File: config.mk
export PLATFORM = sky130hd
export DESIGN_NAME = pcie_tx_drain
export DESIGN_NICKNAME = d
export VERILOG_FILES = /design/src/rtl/nettlp_pkg.sv /design/src/rtl/axis_tx_outreg.sv /design/src/rtl/pcie_tx_drain.sv
export SDC_FILE = /design/constraint.sdc
export NUM_CORES = 1
export LEC_CHECK = 0
export CAP_MARGIN = 10
export CORE_MARGIN = 2
export CORE_UTILIZATION = 42
export DETAILED_ROUTE_END_ITERATION = 12
export GPL_TIMING_DRIVEN = 0
export PLACE_DENSITY = 0.76
export SYNTH_ARGS = -nofsm -noshare
export SYNTH_HDL_FRONTEND = slang
export SYNTH_HIERARCHICAL = 1
export SYNTH_SLANG_ARGS = --single-unit
File: constraint.sdc
create_clock -name pcie_clk -period 2.33 [get_ports pcie_clk]
set_input_delay 0.3495 -clock pcie_clk [delete_from_list [all_inputs] [get_ports pcie_clk]]
set_output_delay 0.3495 -clock pcie_clk [all_outputs]
set_load 0.005 [all_outputs]
File: src/rtl/nettlp_pkg.sv
// nettlp_pkg: shared types and constants for the PCIe transmit drain.
//   PCIE_TX_AXIS_T  - one AXI4-Stream beat toward the 7-series PCIe core.
//   PCIE_FIFO64_TX  - one TLP FIFO entry as written by the Ethernet decap stage.
//   tx_state_e      - drain FSM states.
package nettlp_pkg;

  // tuser layout toward the core is {src_dsc, str, err_fwd, ecrc_gen}
  localparam int TX_TUSER_SRC_DSC = 3;
  localparam int TX_TUSER_STR     = 2;

  // 512 B payload plus header, in 8-byte beats
  localparam logic [7:0] TX_MAX_BEATS  = 8'd66;
  localparam logic [7:0] TX_TRUNC_KEEP = 8'h0F;

  typedef struct packed {
    logic        tvalid;
    logic        tlast;
    logic [7:0]  tkeep;
    logic [63:0] tdata;
    logic [3:0]  tuser;
  } PCIE_TX_AXIS_T;

  typedef struct packed {
    logic          data_valid;
    PCIE_TX_AXIS_T tlp;
  } PCIE_FIFO64_TX;

  typedef enum logic [1:0] {
    TX_IDLE = 2'd0,
    TX_DATA = 2'd1,
    TX_DROP = 2'd2
  } tx_state_e;

  // The decap stage marks a forced-tlast error with an all-zero byte enable.
  function automatic logic is_abort_entry(input PCIE_FIFO64_TX e);
    return e.data_valid && e.tlp.tlast && (e.tlp.tkeep == 8'h00);
  endfunction

endpackage

File: src/rtl/axis_tx_outreg.sv
// axis_tx_outreg: 1-deep registered output stage toward the PCIe core.
//   clk, rst   - clock and asynchronous active-high reset
//   src_empty  - FIFO empty flag
//   pop        - pop request to the FIFO (register free or draining this cycle)
//   load       - write load_beat into the register (only meaningful with pop)
//   load_beat  - beat to present; tvalid is forced high on load
//   tready     - core ready
//   out_beat   - registered beat driven to the core
module axis_tx_outreg
  import nettlp_pkg::*;
(
  input  logic          clk,
  input  logic          rst,
  input  logic          src_empty,
  output logic          pop,
  input  logic          load,
  input  PCIE_TX_AXIS_T load_beat,
  input  logic          tready,
  output PCIE_TX_AXIS_T out_beat
);

  PCIE_TX_AXIS_T out_r;

  // Pop whenever the register is empty or its beat leaves this cycle; held low in reset.
  assign pop = !rst && !src_empty && (!out_r.tvalid || tready);

  // Output register: reload on a forwarded pop, clear after accept, otherwise hold.
  always_ff @(posedge clk or posedge rst) begin
    if (rst) begin
      out_r <= '0;
    end else if (load) begin
      out_r        <= load_beat;
      out_r.tvalid <= 1'b1;
    end else if (tready) begin
      out_r <= '0;
    end else begin
      out_r <= out_r;
    end
  end

  assign out_beat = out_r;

endmodule

File: src/rtl/pcie_tx_drain.sv
// pcie_tx_drain: drains the FWFT TLP FIFO into the 7-series PCIe AXIS tx port.
//   pcie_clk, pcie_rst        - user clock, asynchronous active-high reset
//   fifo_rd_en/dout/empty     - FWFT FIFO read side
//   s_axis_tx_*               - AXI4-Stream transmit interface (registered)
//   tx_pkt_count              - TLPs completed normally
//   tx_abort_count            - TLPs terminated with src_dsc
// Bubbles are dropped, abort entries become discontinued TLPs, and packets
// longer than MAX_BEATS are cut and the remainder discarded.
module pcie_tx_drain
  import nettlp_pkg::*;
#(
  parameter logic [7:0] MAX_BEATS  = TX_MAX_BEATS,
  parameter logic [7:0] TRUNC_KEEP = TX_TRUNC_KEEP
)
(
  input  logic          pcie_clk,
  input  logic          pcie_rst,
  output logic          fifo_rd_en,
  input  PCIE_FIFO64_TX fifo_dout,
  input  logic          fifo_empty,
  output logic          s_axis_tx_tvalid,
  input  logic          s_axis_tx_tready,
  output logic          s_axis_tx_tlast,
  output logic [7:0]    s_axis_tx_tkeep,
  output logic [63:0]   s_axis_tx_tdata,
  output logic [3:0]    s_axis_tx_tuser,
  output logic [31:0]   tx_pkt_count,
  output logic [15:0]   tx_abort_count
);

  tx_state_e     state_r, state_s;
  logic [7:0]    beat_cnt_r, beat_cnt_s, beat_nxt_s;
  logic          pop_s, load_s, pkt_inc_s, abort_inc_s, is_abort_s;
  PCIE_TX_AXIS_T load_beat_s, out_beat_s;
  logic [31:0]   pkt_cnt_r;
  logic [15:0]   abort_cnt_r;

  axis_tx_outreg u_outreg (
    .clk       (pcie_clk),
    .rst       (pcie_rst),
    .src_empty (fifo_empty),
    .pop       (pop_s),
    .load      (load_s),
    .load_beat (load_beat_s),
    .tready    (s_axis_tx_tready),
    .out_beat  (out_beat_s)
  );

  assign is_abort_s = is_abort_entry(fifo_dout);
  assign beat_nxt_s = beat_cnt_r + 8'd1;

  // Next-state, beat counter and load selection for each popped entry.
  always_comb begin
    state_s          = state_r;
    beat_cnt_s       = beat_cnt_r;
    load_s           = 1'b0;
    pkt_inc_s        = 1'b0;
    abort_inc_s      = 1'b0;
    load_beat_s      = fifo_dout.tlp;
    load_beat_s.tuser = 4'b0000;
    // Bubbles fall through here: popped, nothing else changes.
    if (pop_s && fifo_dout.data_valid) begin
      case (state_r)
        TX_IDLE: begin
          if (is_abort_s) begin
            state_s = TX_IDLE;
          end else begin
            load_s = 1'b1;
            if (fifo_dout.tlp.tlast) begin
              pkt_inc_s  = 1'b1;
              beat_cnt_s = 8'd0;
            end else begin
              beat_cnt_s = 8'd1;
              state_s    = TX_DATA;
            end
          end
        end
        TX_DATA: begin
          load_s = 1'b1;
          if (is_abort_s) begin
            // Replace the error marker with a synthesized discontinue beat.
            load_beat_s.tdata                   = 64'h0;
            load_beat_s.tkeep                   = TRUNC_KEEP;
            load_beat_s.tlast                   = 1'b1;
            load_beat_s.tuser[TX_TUSER_SRC_DSC] = 1'b1;
            abort_inc_s = 1'b1;
            beat_cnt_s  = 8'd0;
            state_s     = TX_IDLE;
          end else if (fifo_dout.tlp.tlast) begin
            pkt_inc_s  = 1'b1;
            beat_cnt_s = 8'd0;
            state_s    = TX_IDLE;
          end else if (beat_nxt_s == MAX_BEATS) begin
            // Runaway packet: close it as discontinued, then swallow the rest.
            load_beat_s.tlast                   = 1'b1;
            load_beat_s.tuser[TX_TUSER_SRC_DSC] = 1'b1;
            abort_inc_s = 1'b1;
            beat_cnt_s  = beat_nxt_s;
            state_s     = TX_DROP;
          end else begin
            beat_cnt_s = beat_nxt_s;
          end
        end
        TX_DROP: begin
          if (fifo_dout.tlp.tlast) begin
            beat_cnt_s = 8'd0;
            state_s    = TX_IDLE;
          end else begin
            state_s = TX_DROP;
          end
        end
        default: begin
          beat_cnt_s = 8'd0;
          state_s    = TX_IDLE;
        end
      endcase
    end else begin
      state_s = state_r;
    end
  end

  // FSM state and beat counter.
  always_ff @(posedge pcie_clk or posedge pcie_rst) begin
    if (pcie_rst) begin
      state_r    <= TX_IDLE;
      beat_cnt_r <= 8'd0;
    end else begin
      state_r    <= state_s;
      beat_cnt_r <= beat_cnt_s;
    end
  end

  // Completed and aborted TLP counters, wrapping.
  always_ff @(posedge pcie_clk or posedge pcie_rst) begin
    if (pcie_rst) begin
      pkt_cnt_r   <= 32'd0;
      abort_cnt_r <= 16'd0;
    end else begin
      pkt_cnt_r   <= pkt_inc_s   ? pkt_cnt_r + 32'd1   : pkt_cnt_r;
      abort_cnt_r <= abort_inc_s ? abort_cnt_r + 16'd1 : abort_cnt_r;
    end
  end

  assign fifo_rd_en       = pop_s;
  assign s_axis_tx_tvalid = out_beat_s.tvalid;
  assign s_axis_tx_tlast  = out_beat_s.tlast;
  assign s_axis_tx_tkeep  = out_beat_s.tkeep;
  assign s_axis_tx_tdata  = out_beat_s.tdata;
  assign s_axis_tx_tuser  = out_beat_s.tuser;
  assign tx_pkt_count     = pkt_cnt_r;
  assign tx_abort_count   = abort_cnt_r;

endmodule
# After elaboration in Yosys (flattened, before gate mapping)
# Index checks and enable logic that the tools add are counted.
[classes] reduce_logical=15 addsub=3 n_eq_ne=7 muxes=32
[ops] cell="2-to-1 mux 78 bit" n=2
[ops] cell="2-to-1 mux 74 bit" n=2
[ops] cell="2-to-1 mux 72 bit" n=1
[ops] cell="adder 32 x 1 -> 32 bit, second input constant" n=1
[ops] cell="2-to-1 mux 8 bit" n=4
[ops] cell="one-hot mux 8 bit (3 select lines)" n=1
[ops] cell="adder 16 x 1 -> 16 bit, second input constant" n=1
[ops] cell="2-to-1 mux 1 bit" n=14
[ops] cell="2-to-1 mux 2 bit" n=6
[ops] cell="adder 8 x 1 -> 8 bit, second input constant" n=1
[ops] cell="== test 8 x 7 -> 1 bit, second input constant" n=1
[ops] cell="zero test 8 bit" n=1
[ops] cell="one-hot mux 2 bit (3 select lines)" n=1
[ops] cell="AND reduction 3 bit" n=2
[ops] cell="logical AND 1 bit" n=5
[ops] cell="!= test 2 bit, second input constant" n=2
[ops] cell="!= test 4 bit, second input constant" n=1
[ops] cell="zero test 1 bit" n=3
[ops] cell="!= test 3 bit, second input constant" n=1
[ops] cell="== test 2 x 1 -> 1 bit, second input constant" n=1
[ops] cell="== test 2 bit, second input constant" n=1
[ops] cell="zero test 2 bit" n=1
[ops] cell="one-hot mux 1 bit (2 select lines)" n=1
[ops] cell="nonzero test 2 bit" n=1
[ops] cell="other kinds (2)" n=2
[totals] inputBits=83 wordCells=66 regBits=136

# Longest topological paths before layout
[logic_depth] ltp_word=8 depth_mapped=10 ltp_nobuf=8

# By module
# The synthesis kept the hierarchy.
[modules_own_cells] mod="pcie_tx_drain" area_per_inst_um2=3330.7 instances=1 cells_per_inst=350 seq_area_each_um2=1451.4
[modules_own_cells] mod="axis_tx_outreg" area_per_inst_um2=3266.9 instances=1 cells_per_inst=260 seq_area_each_um2=1951.9

# Worst setup path after synthesis
# Ideal clock, no wire load.
[synth_path] path_type="input-to-reg" start="input port fifo_dout[72] in the netlist's numbering" end="register u_outreg.out_r (netlist bit u_outreg/out_beat[66])" t_arrival_ns=2.156 setup_time_ns=0.121 path_stages=7 slack_ns=0.053 cell_sequence="or4_1 -> nor3_1 -> nand2_1 -> clkbuf_1 -> clkbuf_1 -> and2_1 -> a22o_1"
[synth_lines] item="start: declaration" line="pcie_tx_drain.sv:19" source="input PCIE_FIFO64_TX fifo_dout,"
[synth_lines] item="end signal: assignment" line="axis_tx_outreg.sv:32" source="out_r <= load_beat;"
[synth_lines] item="end signal: assignment" line="axis_tx_outreg.sv:37" source="out_r <= out_r;"
[synth_lines] item="end: declaration" line="axis_tx_outreg.sv:22" source="PCIE_TX_AXIS_T out_r;"

==> reports/metrics.yaml <==
outcome: "complete, no violations"
grt_usage_pct: 22.18
antennaDiodeCount: 0
wl_per_cell_um: 16.80
clock-sinks: 136
clock_latency_ps: 430
reg2regPathDepth: 9
numCtsBuffers: 17
endpoint: "u_outreg/out_beat[67]"
placed_cells: 1029
r2r_slack_ps: 90
syn2layout_area_growth_pct: 48.02
critPathKind: "in2reg"
cts-root-buf: "clkbuf_16"
rr_startpoint: "u_outreg/out_beat[77]"
vias: 5460
fp.dieW_um: 129.3
first_pass_iters: 5
crit_required_ps: 2630
wirelength_um: 17910
hold_path_class: "in2reg"
timing.rr.end: "tx_pkt_count[28]"
hold_viol_final: 0
rows: 45
cp_max_fo: 10
crit_slowest_cell: "or4_4"
total_power_mw: 6.381
setup_violations: 0
globalplace.congestion: 0.8100
synth_area_um2: 6598
post-route-min-period_ps: 2270
crit_cells: 8
end_kind: "flop"
via_per_inst: 5.122
cpPeakStageDelay_ps: 580
synth-edff-count: 0
yosysTopAreaCell: "dfrtp_1"
drive_above_1_share_pct: 18.01
drc: 0
crit_path_frequent_cell: "clkbuf_4"
hpwlAfterDp_um: 12590
cap_violations: 0
yosys_warnings: 6
startpoint_type: "primary input"
synth_top_area_share_pct: 51.58
fin_nets: 930
ys_seq_elements: 136
crit_start: "fifo_dout[68]"
grt_pass1_wl_um: 29020
cts_tree: "done"
cts_buffer_depth: 2
synthCells: 610
fin_cells: 1066
crit_family: "simple AND/OR/NAND/NOR gates"
synth.most_common_cell: "dfrtp_1"
powerDensity_nw_per_um2: 653.4
slew_viol_final: 0
worst_pin_slew_ps: 855.7
fin_hold_ws_ps: 330.2
ios: 210
grt_max_degree: 41
io_buffers: 204
seq_area_frac_synth_pct: 51.58
relSlewSlack_pct: 42.83
initial_core_util_pct: 43.24
finClkSkew_ps: 8.730
async_flop_share_pct: 100.0
dieArea_um2: 16730
ys.flop_type: "dfrtp_1"
grt-ovfl-total: 0
synth_area_leaders: "dfrtp_1 52%, and2_1 6.5%, a22o_1 4.9%"
dieHeight_um: 129.3
holdBufCountCts: 0
cp.arrival_ps: 2570
path_buf_inv: 3
max_freq_ghz: 0.4405
netlist_top_cells_count: "136 x dfrtp_1, 69 x and2_1, 46 x nand2b_1, 37 x a22o_1, 37 x xnor2_1"
final_antenna_net_count: 0
ys_types: 54
ir_drop_uv: 511.1
postLayoutCellArea_um2: 9766
htree_levels: 4
drt_iter0_markers: 424
antenna_found_initial: 0
worstPathCellList: "clkdlybuf4s50_1, or4_4, nor3_4, nand2_2, clkbuf_4, clkbuf_4, and2_1, a22o_1"
coreArea_um2: 15260
placed_cell_area_um2: 8955
syn_area_per_cell_um2: 10.82
finalSetupTns_ps: 0
p_leak_nw: 4.184
finalCritPeriodShare_pct: 97.42
clk_pin_slew_ps: 50
grt_pass1_vias: 5658
## layout make-up
cell class / count / area (um^2)
clock inverter: 11 / 193.9
sequential: 136 / 3406
clock buffer: 20 / 466.7
multi-input combinational: 429 / 2989
tap: 211 / 264.0
buffer: 38 / 276.5
fill: 1194 / 5493
timing repair buffer: 213 / 2136
inverter: 8 / 33.78
## cell usage in the layout, fill, tap and decap left out, types with 4 or more instances in the layout
| cell type | count |
|---|---|
| a22o_1 | 37 |
| and2_1 | 69 |
| and3_1 | 11 |
| and4_1 | 5 |
| buf_2 | 7 |
| buf_4 | 9 |
| buf_6 | 11 |
| bufinv_16 | 5 |
| clkbuf_1 | 10 |
| clkbuf_16 | 17 |
| clkbuf_2 | 4 |
| clkdlybuf4s50_1 | 202 |
| dfrtp_1 | 134 |
| inv_1 | 6 |
| nand2_1 | 25 |
| nand2_2 | 32 |
| nand2b_1 | 46 |
| nand3_1 | 21 |
| nand4_1 | 15 |
| nor2_1 | 12 |
| nor3_1 | 4 |
| o21ai_0 | 10 |
| o21ai_1 | 10 |
| o21ai_2 | 30 |
| o31ai_1 | 7 |
| xnor2_1 | 37 |
| xor2_1 | 9 |
## metrics by stage
step	worst slack [ps]	utilization, %
after floorplan	52.83	-
after global placement	-1096	58.43
after detailed placement	-1143	58.69
after CTS	17.15	63.45
after global routing	-29.08	64.00
final	60.03	64.00
## how the worst min path moves through the flow
stage                                 from                to  cells after the start
after floorplan              fifo_dout[76]        state_r[0]                      1
after global placement    tx_pkt_count[31]  tx_pkt_count[31]                      1
after detailed placement  tx_pkt_count[31]  tx_pkt_count[31]                      1
after CTS                         pcie_rst     beat_cnt_r[7]                      2
after global routing         fifo_dout[76]        state_r[0]                      2
final                        fifo_dout[76]        state_r[0]                      2
## cell families after synthesis
kind of cell	Yosys count	synth area share [%]
buf+inv	47	4.552
simple gates	266	23.74
xor+xnor	46	6.107
mux	3	0.4931
flops	136	51.58
compound gates	107	12.71
other cells	1	0.05684
fa+ha+maj	4	0.7586
## layer usage
metal  part of all wire (%)  wire [um]  global-route usage (%)  up-vias
met5                      0          0                       0        -
met4                    1.7        311                   7.417        0
met3                    9.0       1620                   9.290       28
met2                     49       8754                   36.38      204
met1                     40       7218                   26.43     2666
li1                       -          -                       -     2562
## what timing repair did
item / CTS / global route
setup endpoints to repair: 122 / 81
gates resized for setup: 17 / 12
pin swaps: 2 / 5
buffers inserted: 2 / 5
## registers in the layout, indices dropped and copies added (netlist names)
register           cells
beat_cnt_r             8
tx_pkt_count          32
u_outreg/out_beat     78
tx_abort_count        16
state_r                2
## where the power goes
group | internal, mW | switching, mW | total, mW
combinational | 0.457 | 0.330 | 0.788
sequential | 2.47 | 0.112 | 2.58
clock | 1.98 | 1.03 | 3.01
Note: power is estimated with default switching activity, not from simulation.
